`config.mk`:
```
export PLATFORM = sky130hd
export DESIGN_NAME = i2c_command_sequencer
export DESIGN_NICKNAME = d
export VERILOG_FILES = /design/src/rtl/i2c_sequencer_pkg.sv /design/src/rtl/i2c_command_fifo.sv /design/src/rtl/i2c_command_sequencer.sv
export SDC_FILE = /design/constraint.sdc
export NUM_CORES = 1
export LEC_CHECK = 0
export BUFFER_PORTS_ARGS = -buffer_cell sky130_fd_sc_hd__buf_2
export CORE_AREA = 2 2 79 157
export DETAILED_ROUTE_END_ITERATION = 10
export DIE_AREA = 0 0 81 159
export PLACE_DENSITY = 0.73
export SYNTH_ARGS = -nofsm -noshare
export SYNTH_HDL_FRONTEND = slang
export SYNTH_SLANG_ARGS = --single-unit
```
`constraint.sdc`:
```
create_clock -name clock -period 2.95 [get_ports clock]
set_clock_uncertainty 0.15 [all_clocks]
set_input_delay 0.1475 -clock clock [delete_from_list [all_inputs] [get_ports clock]]
set_output_delay 0.1475 -clock clock [all_outputs]
set_load 0.02 [all_outputs]
```
`src/rtl/i2c_sequencer_pkg.sv`:
```
// Shared types for the i2c_master command front-end: sequencer states and the
// default-width command layout (7-bit device, 8-bit register, 8-bit data).
package i2c_sequencer_pkg;

  typedef enum logic [2:0] {
    IDLE,
    ISSUE,
    WAIT_BUSY,
    WAIT_DONE,
    RESPOND
  } seq_state_e;

  localparam int CMD_ADDRESS_WIDTH  = 7;
  localparam int CMD_REGISTER_WIDTH = 8;
  localparam int CMD_DATA_WIDTH     = 8;

  typedef struct packed {
    logic                          rw;
    logic [CMD_ADDRESS_WIDTH-1:0]  device;
    logic [CMD_REGISTER_WIDTH-1:0] register_address;
    logic [CMD_DATA_WIDTH-1:0]     data;
  } i2c_cmd_t;

endpackage

```
`src/rtl/i2c_command_fifo.sv`:
```
// Synchronous command FIFO with registered full/empty and a first-word view of
// the head entry. DEPTH must be a power of two so the pointers wrap naturally.
module i2c_command_fifo
  import i2c_sequencer_pkg::*;
#(
  parameter type cmd_t = i2c_cmd_t,
  parameter int  DEPTH = 4
) (
  input  logic clock,
  input  logic reset,
  input  logic push,
  input  cmd_t push_data,
  input  logic pop,
  output cmd_t head,
  output logic full,
  output logic empty
);

  localparam int PW = $clog2(DEPTH);

  cmd_t          mem_q [DEPTH];
  logic [PW-1:0] wr_ptr_q, wr_ptr_d;
  logic [PW-1:0] rd_ptr_q, rd_ptr_d;
  logic [PW:0]   count_q, count_d;
  logic          full_q, full_d;
  logic          empty_q, empty_d;
  logic          do_push, do_pop;

  // Push and pop in the same cycle both take effect; count stays put.
  always_comb begin
    do_push  = push && !full_q;
    do_pop   = pop && !empty_q;
    wr_ptr_d = wr_ptr_q + PW'(do_push);
    rd_ptr_d = rd_ptr_q + PW'(do_pop);
    count_d  = count_q + (PW+1)'(do_push) - (PW+1)'(do_pop);
    full_d   = (count_d == (PW+1)'(DEPTH));
    empty_d  = (count_d == '0);
  end

  always_ff @(posedge clock) begin
    if (reset) begin
      wr_ptr_q <= '0;
      rd_ptr_q <= '0;
      count_q  <= '0;
      full_q   <= 1'b0;
      empty_q  <= 1'b1;
    end else begin
      wr_ptr_q <= wr_ptr_d;
      rd_ptr_q <= rd_ptr_d;
      count_q  <= count_d;
      full_q   <= full_d;
      empty_q  <= empty_d;
    end
  end

  always_ff @(posedge clock) begin
    if (do_push) mem_q[wr_ptr_q] <= push_data;
  end

  assign head  = mem_q[rd_ptr_q];
  assign full  = full_q;
  assign empty = empty_q;

endmodule

```
`src/rtl/i2c_command_sequencer.sv`:
```
// Queues I2C transaction requests and runs them through i2c_master one at a
// time: enable handshake, wait for busy, then one response per command.
module i2c_command_sequencer
  import i2c_sequencer_pkg::*;
#(
  parameter int NUMBER_OF_DATA_BYTES     = 1,
  parameter int NUMBER_OF_REGISTER_BYTES = 1,
  parameter int ADDRESS_WIDTH            = 7,
  parameter int FIFO_DEPTH               = 4,
  parameter int START_TIMEOUT            = 255
) (
  input  logic                                  clock,
  input  logic                                  reset,
  input  logic                                  command_valid,
  output logic                                  command_ready,
  input  logic                                  command_read_write,
  input  logic [ADDRESS_WIDTH-1:0]              command_device_address,
  input  logic [8*NUMBER_OF_REGISTER_BYTES-1:0] command_register_address,
  input  logic [8*NUMBER_OF_DATA_BYTES-1:0]     command_data,
  output logic                                  response_valid,
  input  logic                                  response_ready,
  output logic                                  response_read_write,
  output logic [8*NUMBER_OF_DATA_BYTES-1:0]     response_data,
  output logic                                  response_error,
  output logic                                  master_enable,
  output logic                                  master_read_write,
  output logic [8*NUMBER_OF_DATA_BYTES-1:0]     master_mosi_data,
  output logic [8*NUMBER_OF_REGISTER_BYTES-1:0] master_register_address,
  output logic [ADDRESS_WIDTH-1:0]              master_device_address,
  input  logic                                  master_busy,
  input  logic [8*NUMBER_OF_DATA_BYTES-1:0]     master_miso_data,
  output logic                                  idle
);

  localparam int DATA_WIDTH     = 8 * NUMBER_OF_DATA_BYTES;
  localparam int REGISTER_WIDTH = 8 * NUMBER_OF_REGISTER_BYTES;
  localparam int TIMER_W        = (START_TIMEOUT > 0) ? $clog2(START_TIMEOUT + 1) : 1;
  localparam logic [TIMER_W-1:0] TIMER_LIMIT = TIMER_W'(START_TIMEOUT);

  typedef struct packed {
    logic                      rw;
    logic [ADDRESS_WIDTH-1:0]  device;
    logic [REGISTER_WIDTH-1:0] register_address;
    logic [DATA_WIDTH-1:0]     data;
  } seq_cmd_t;

  seq_cmd_t push_cmd, head_cmd;
  logic     fifo_full, fifo_empty, fifo_pop;

  seq_state_e                state_q, state_d;
  logic [TIMER_W-1:0]        timer_q, timer_d;
  logic                      enable_q, enable_d;
  logic                      m_rw_q, m_rw_d;
  logic [ADDRESS_WIDTH-1:0]  m_dev_q, m_dev_d;
  logic [REGISTER_WIDTH-1:0] m_reg_q, m_reg_d;
  logic [DATA_WIDTH-1:0]     m_data_q, m_data_d;
  logic                      rsp_valid_q, rsp_valid_d;
  logic                      rsp_rw_q, rsp_rw_d;
  logic [DATA_WIDTH-1:0]     rsp_data_q, rsp_data_d;
  logic                      rsp_err_q, rsp_err_d;

  always_comb begin
    push_cmd.rw               = command_read_write;
    push_cmd.device           = command_device_address;
    push_cmd.register_address = command_register_address;
    push_cmd.data             = command_data;
  end

  i2c_command_fifo #(
    .cmd_t (seq_cmd_t),
    .DEPTH (FIFO_DEPTH)
  ) u_fifo (
    .clock     (clock),
    .reset     (reset),
    .push      (command_valid),
    .push_data (push_cmd),
    .pop       (fifo_pop),
    .head      (head_cmd),
    .full      (fifo_full),
    .empty     (fifo_empty)
  );

  always_comb begin
    state_d     = state_q;
    timer_d     = timer_q;
    enable_d    = enable_q;
    m_rw_d      = m_rw_q;
    m_dev_d     = m_dev_q;
    m_reg_d     = m_reg_q;
    m_data_d    = m_data_q;
    rsp_valid_d = rsp_valid_q;
    rsp_rw_d    = rsp_rw_q;
    rsp_data_d  = rsp_data_q;
    rsp_err_d   = rsp_err_q;
    fifo_pop    = 1'b0;

    unique case (state_q)
      // Enable is raised on entry to ISSUE so it is visible two cycles after the push.
      IDLE: begin
        if (!fifo_empty) begin
          fifo_pop = 1'b1;
          m_rw_d   = head_cmd.rw;
          m_dev_d  = head_cmd.device;
          m_reg_d  = head_cmd.register_address;
          m_data_d = head_cmd.data;
          enable_d = 1'b1;
          state_d  = ISSUE;
        end
      end
      ISSUE: begin
        timer_d = '0;
        state_d = WAIT_BUSY;
      end
      WAIT_BUSY: begin
        if (master_busy) begin
          enable_d = 1'b0;
          state_d  = WAIT_DONE;
        end else if (timer_q == TIMER_LIMIT) begin
          enable_d    = 1'b0;
          rsp_valid_d = 1'b1;
          rsp_rw_d    = m_rw_q;
          rsp_data_d  = '0;
          rsp_err_d   = 1'b1;
          state_d     = RESPOND;
        end else if (timer_q != {TIMER_W{1'b1}}) begin
          timer_d = timer_q + TIMER_W'(1);
        end
      end
      WAIT_DONE: begin
        if (!master_busy) begin
          rsp_valid_d = 1'b1;
          rsp_rw_d    = m_rw_q;
          rsp_data_d  = m_rw_q ? master_miso_data : '0;
          rsp_err_d   = 1'b0;
          state_d     = RESPOND;
        end
      end
      // No response queue: the next command waits here until this one is taken.
      RESPOND: begin
        if (response_ready) begin
          rsp_valid_d = 1'b0;
          state_d     = IDLE;
        end
      end
      default: state_d = IDLE;
    endcase
  end

  always_ff @(posedge clock) begin
    if (reset) begin
      state_q     <= IDLE;
      timer_q     <= '0;
      enable_q    <= 1'b0;
      m_rw_q      <= 1'b0;
      m_dev_q     <= '0;
      m_reg_q     <= '0;
      m_data_q    <= '0;
      rsp_valid_q <= 1'b0;
      rsp_rw_q    <= 1'b0;
      rsp_data_q  <= '0;
      rsp_err_q   <= 1'b0;
    end else begin
      state_q     <= state_d;
      timer_q     <= timer_d;
      enable_q    <= enable_d;
      m_rw_q      <= m_rw_d;
      m_dev_q     <= m_dev_d;
      m_reg_q     <= m_reg_d;
      m_data_q    <= m_data_d;
      rsp_valid_q <= rsp_valid_d;
      rsp_rw_q    <= rsp_rw_d;
      rsp_data_q  <= rsp_data_d;
      rsp_err_q   <= rsp_err_d;
    end
  end

  assign command_ready           = !fifo_full;
  assign idle                    = fifo_empty && (state_q == IDLE);
  assign master_enable           = enable_q;
  assign master_read_write       = m_rw_q;
  assign master_device_address   = m_dev_q;
  assign master_register_address = m_reg_q;
  assign master_mosi_data        = m_data_q;
  assign response_valid          = rsp_valid_q;
  assign response_read_write     = rsp_rw_q;
  assign response_data           = rsp_data_q;
  assign response_error          = rsp_err_q;

endmodule
```
==> results of run 1 <==
kinds of logic after synthesis:
logic type | after synthesis | share of synthesized area
compound gates | 59 | 0.0602
xor+xnor | 7 | 0.0105
fa+ha+maj | 4 | 0.00985
buf+inv | 26 | 0.0203
flops | 152 | 0.685
mux | 34 | 0.110
simple gates | 126 | 0.104
cell usage after synthesis, types with 2 or more instances:
library cell	count
edfxtp_1	96
nand2_1	67
dfxtp_1	56
a21oi_1	36
mux4_2	24
nor2_1	17
mux2i_1	10
nand2b_1	10
buf_2	8
clkbuf_1	8
o21ai_0	6
xnor2_1	5
buf_1	4
inv_1	4
nand3_1	4
nor2b_1	4
a311oi_1	3
and3_1	3
ha_1	3
nand4_1	3
or3_1	3
a2111o_1	2
a31oi_1	2
nor3b_1	2
nor4b_1	2
or4_1	2
xor2_1	2
where the power goes:
group / switching [W] / internal, W
Combinational: 0.000983 / 0.000698
Sequential: 0.000187 / 0.00256
Clock: 0.000913 / 0.00120
Total: 0.00208 / 0.00446
stage by stage:
step                      setup WS (ns)  power, W  hold slack (ns)
after floorplan                   0.229   0.00394           0.0964
after global placement            0.515   0.00440            0.208
after detailed placement          0.466   0.00445            0.216
after CTS                         0.424   0.00661           0.0619
after global routing              0.275   0.00689           0.0943
final                             0.453   0.00654           0.0704
per-layer routing:
metal	routed length [um]	GRT usage	up-vias
met5	0	0	-
met4	181	0.0871	0
met3	375	0.0431	15
met2	6570	0.344	85
met1	4510	0.215	1867
li1	-	-	1753
cell type report:
class | instances | area, um2
fillers | 893 | 4300
multi-input cells | 230 | 1740
inverters | 4 | 15.0
repair buffers | 121 | 808
clock buffers | 18 | 429
clock inverters | 14 | 156
well taps | 145 | 181
flip-flops and latches | 152 | 4010
worst register-to-register path: stages (launching register included):
cell     delay (ns)
dfxtp_1        0.31
or4_1          0.56
xnor2_1        0.17
ha_1           0.16
inv_1          0.05
fa_1           0.37
xor2_1         0.18
xnor2_1        0.15
nor2_1         0.09
and3_1         0.21
final timing paths:
check | to | cells past startpoint | slack, ns
worst min register to register | master_mosi_data[3] | 2 | 0.31
worst min-delay path | u_fifo.count_q[0] | 2 | 0.07
worst max register to register | u_fifo.full | 9 | 0.45
worst max-delay path | u_fifo.full | 9 | 0.45
registers in the layout, indices dropped and copies added (netlist names), 2 cells and up:
name and flops:
u_fifo.mem_q 96, state_q 3, u_fifo.wr_ptr_q 2, u_fifo.count_q 3
timer_q 8, response_data 8, master_register_address 8, master_device_address 7
master_mosi_data 8, u_fifo.rd_ptr_q 2
==> results.md, run 1 <==
- Synthesized area per cell: between 10 and 15 um2
- Total gr overflow: 0
- Crit path required time: 3.11 ns
- I/O pin count: 75
- Die ar.: 0.0129 mm2
- # hold bufs at CTS: 34
- Worst-Skew Late Latency: just over 0.4 ns
- Ys async rst share: 0
- Critical R2R Launch: state_q[2]
- GRT Util Overall: 0.194
- RSZ-0062 raised after global routing: false
- Vias in the first global route: slightly below 4000
- Starting density of the core: 0.502
- Status: completed
- Die height: 159 um
- PortBufs: 74
- Row count: 56
- Relative slew slack: 0.568
- CTS sink cnt: 152
- CTS tree: done
- Max-slew violation count: 0
- P_leak: 2.71 nW
- Most area-consuming cells after synthesis: edfxtp_1 49%, dfxtp_1 19%, mux4_2 9.3%, nand2_1 4.3%, a21oi_1 3.1%
- Post-DP Area: 0.00641 mm2
- CP Cell Sequence: or4_1 -> xnor2_1 -> ha_1 -> inv_1 -> fa_1 -> xor2_1 -> xnor2_1 -> nor2_1 -> and3_1
- Ys flop type: edfxtp_1
- CP top delay family: simple AND/OR/NAND/NOR gates
- Overall routed net length: 11600 um
- Top-area cell type share of the netlist area: 0.493
- Critical Path Source Type: flip-flop
- Area Overhead vs Synth: 25.5%
- Post-cts resize count: 0
- Synthesized Nets: around 450
- Crit Path Max Fanout: 3
- Tmin final: 2.50 ns
- Worst Setup End Kind: flip-flop
- CTS root buf: clkbuf_16
- CTS buffer count: 17
- CP dominant cell by count: xnor2_1
- Max IR drop VDD: roughly 0.60 mV
- Iteration count of the initial detailed-routing pass: 5
- Syn Std Cell Area: 0.00584 mm2
- Largest stage delay on the critical path: around 0.56 ns
- Placed Cells incl. Taps: between 600 and 700
- Max Fclk: 0.400 GHz
- H-tree Lvls: 4
- PwrDens: 892 mW/mm2
- Post-route cell area: 0.00733 mm2
- Ant diodes: 0
- # DRC: 0
- Worst setup startpoint: state_q[2]
- Buf+Inv Stages, Crit Path: 1
- Largest net degree at the start of global routing: 29
- Vias per inst: roughly 5.4
- Fin Setup TNS: 0 ns
- Final Core Density: 0.630
- Per-cell routed wire length: approximately 17 um
- Slowest CP cell: or4_1
- Die width: about 80 um
- Setup-failing EPs final: 0
- Critical path class: reg -> reg
- Core area: about 0.012 mm2
- Cell taking the most area after synthesis: edfxtp_1
- Flops & latches, synth: 152
- Number of synthesized flops with an enable pin: 96
- Cell count after synthesis: 408
- Via count: ~3700
- Initial antenna violation count: 0
- Post-CTS Setup Bufs: 0
- Layout cell share with drive strength beyond 1: 0.280
- Layout Cells excl Fill: 684
- First-pass GRT wire length: 18700 um
- Period utilization: 0.847
- Slew at the pin closest to its max-slew limit: approximately 0.65 ns
- Hold Crit Start: reset
- Final hold viol count: 0
- Sequential area share after synthesis: 0.685
- Leading cell types in the layout, fill and taps excluded: 96 x edfxtp_1, 74 x buf_2, 67 x nand2_1
- Initial DRC Count: 146
- WP data arrival: 2.66 ns
- Post-route ant nets: 0
- Most common cell after layout, fill and taps aside: edfxtp_1
- Hold crit path type: in -> reg
- Clk slew on worst S/H paths: 0.06 ns
- Clk buf depth: 2
- Max-cap violations: 0
- Placer Congestion: 0.728
- DPL Wire Length: 7310 um
- Yosys warns: 0
- Distinct cells, synth: 49
- Final nets: around 570
Note: power is estimated with default switching activity, not from simulation.
==> run 2: changes to the inputs <==
- CORE_AREA: 2 2 79 157 -> 2 2 78 154
- DIE_AREA: 0 0 81 159 -> 0 0 80 156
- PLACE_DENSITY: 0.73 -> 0.72
- clock period: 2.95 -> 2.5 ns (I/O delays scaled with it)
==> run 2 against run 1 <==
  * Clock power increased by 23%
  * Die area decreased by 3.1%
  * Combinational power up 28%
  * Critical endpoint unchanged
  * Power grew 21%
==> results.md, run 2 (synthesized netlist as in run 1, its figures left out) <==
- Most common cell after layout, fill and taps aside: edfxtp_1
- Die ar.: 0.0125 mm2 (-3.1%)
- Period utilization: 0.970 (+0.124)
- CTS root buf: clkbuf_16
- P_leak: 2.75 nW (+1.3%)
- Slowest CP cell: or4_4
- Starting density of the core: 0.518 (+0.0154)
- GRT busiest layer: met2
- Die height: 156 um (-1.9%)
- Initial antenna violation count: 0 (unchanged)
- R2R Setup Slk: 0.07 ns (-0.38 ns)
- CP Cell Sequence: or4_4 -> xnor2_2 -> ha_2 -> inv_2 -> fa_2 -> xor2_2 -> xnor2_1 -> nor2_1 -> and3_1
- WHS Path Cells: 5 (+3)
- CTS sink cnt: 152 (unchanged)
- Total gr overflow: 0 (unchanged)
- Fill count: 830 (-7.1%)
- Max FFs per register: 96 (unchanged)
- Hold crit path type: in -> reg
- Met2 Resource Use GR: 0.377 (+0.0325)
- Slew at the pin closest to its max-slew limit: 0.610 ns (-0.0382 ns)
- Met3 usage: 0.0446 (+0.00148)
- CTS buffer count: 17 (unchanged)
- M1 GR Usage: 0.208 (-0.00770)
- GRT Util Overall: 0.203 (+0.00913)
- Post-route cell area: 0.00742 mm2 (+1.2%)
- I/O pin count: 75 (unchanged)
- Leading cell types in the layout, fill and taps excluded: 96 x edfxtp_1, 74 x buf_2, 67 x nand2_1
- DPL Wire Length: 7460 um (+2.1%)
- Hold WS: 0.232 ns (+0.162 ns)
- Vias per inst: 5.42 (-0.38%)
- Die width: 80 um (-1.2%)
- Tmin final: 2.43 ns (-0.0717 ns)
- Status: completed
- Buf+Inv Stages, Crit Path: 1 (unchanged)
- Relative slew slack: 0.592 (+0.0245)
- Max Fclk: 0.412 GHz (+3.0%)
- Largest net degree at the start of global routing: 30 (+3.4%)
- H-tree Lvls: 4 (unchanged)
- Crit path required time: 2.66 ns (-0.45 ns)
- Post-route ant nets: 0 (unchanged)
- Final nets: 570 (+0.53%)
- R2R cell count: 9 (unchanged)
- Placed Cells incl. Taps: 617 (-0.16%)
- Final Core Density: 0.657 (+0.0270)
- Setup-failing EPs final: 0 (unchanged)
- Crit path capture: u_fifo.full
- # DRC: 0 (unchanged)
- Largest stage delay on the critical path: 0.55 ns (about the same)
- Biggest register: u_fifo.mem_q
- Row count: 55 (-1.8%)
- Max-slew violation count: 0 (unchanged)
- PwrDens: 1070 mW/mm2 (+20%)
- Placer Congestion: 0.735 (+0.99%)
- Overall routed net length: 11900 um (+2.4%)
- Post-CTS Setup Bufs: 0 (unchanged)
- Max-cap violations: 0 (unchanged)
- RSZ-0062 raised after global routing: true
- Core area: 0.0113 mm2 (-3.0%)
- Crit Path Max Fanout: 3 (unchanged)
- Crit path depth: 9 (unchanged)
- Worst Setup End Kind: flip-flop
- Iteration count of the initial detailed-routing pass: 4 (-1)
- Initial DRC Count: 148 (+1.4%)
- Critical Path Source Type: flip-flop
- Ant diodes: 0 (unchanged)
- First-pass GRT wire length: 18500 um (-0.78%)
- Critical path class: reg -> reg
- Final hold viol count: 0 (unchanged)
- PortBufs: 74 (unchanged)
- Post-DP Area: 0.00645 mm2 (+0.63%)
- Clk slew on worst S/H paths: 0.06 ns (about the same)
- Area Overhead vs Synth: 27.0%
- Layout cell share with drive strength beyond 1: 0.299 (+0.0187)
- Per-cell routed wire length: 17.4 um (+2.4%)
- CTS tree: done
- CP top delay family: simple AND/OR/NAND/NOR gates
- Worst setup startpoint: state_q[2]
- Vias in the first global route: 3810 (-0.91%)
- Layout Cells excl Fill: 684 (unchanged)
- Max IR drop VDD: 0.754 mV (+26%)
- Via count: 3706 (-0.38%)
- Clk buf depth: 2 (unchanged)
- WP data arrival: 2.58 ns (-0.08 ns)
- Worst-Skew Late Latency: 0.42 ns (about the same)
- Critical R2R Launch: state_q[2]
- RR Endpoint: u_fifo.full
==> run 2: routing by layer <==
| metal | vias to the layer above | share of wire |
|---|---|---|
| met5 | - | 0 |
| met4 | 0 | 0.027 |
| met3 | 28 | 0.030 |
| met2 | 91 | 0.57 |
| met1 | 1821 | 0.37 |
| li1 | 1766 | - |
==> run 2: cell type report <==
type,instances,area (um2),area share
multi-input combinational,230,1760,0.238
sequential,152,4010,0.540
tap,142,178,0.0239
clock buffer,17,425,0.0573
timing repair buffer,124,846,0.114
clock inverter,15,186,0.0251
inverter,4,15.0,0.00202
==> run 2: where the power goes <==
| group | internal [W] | leakage [nW] | switching (W) |
|---|---|---|---|
| registers | 0.00302 | 1.34 | 0.000177 |
| logic | 0.000891 | 1.11 | 0.00125 |
| clock network | 0.00151 | 0.294 | 0.00108 |
==> run 2: per-stage QoR <==
| stage | setup TNS (ns) | power (W) | setup slack (ns) |
|---|---|---|---|
| 2_1_floorplan | -0.188 | 0.00472 | -0.143 |
| 3_3_place_gp | 0 | 0.00525 | 0.144 |
| 3_5_place_dp | 0 | 0.00533 | 0.0611 |
| 4_1_cts | 0 | 0.00800 | 0.0245 |
| 6_report | 0 | 0.00794 | 0.0744 |
| 5_1_grt | -0.0361 | 0.00834 | -0.0361 |
==> run 2: worst min path at each step <==
stage	start	end	slack (ns)
floorplan	command_data[0]	u_fifo.mem_q[0][0]	0.07
global placement	command_register_address[4]	u_fifo.mem_q[2][12]	0.19
detailed placement	command_data[6]	u_fifo.mem_q[3][6]	0.19
CTS	command_valid	u_fifo.count_q[0]	0.23
global route	command_valid	u_fifo.count_q[0]	0.29
finish	command_valid	u_fifo.count_q[0]	0.23
==> run 2: what timing repair did <==
action                                  CTS  global route
endpoints found under the hold margin   114             0
hold buffers                             35             0
resized for setup                         0             4
endpoints found under the setup margin    0             2
==> run 2: worst min-delay path: cells and delay by family <==
family                   cells  cell delay (ns)
AND/OR/NAND/NOR              2             0.30
adder cells (fa/ha/maj)      1             0.20
buffers and inverters        2             0.14
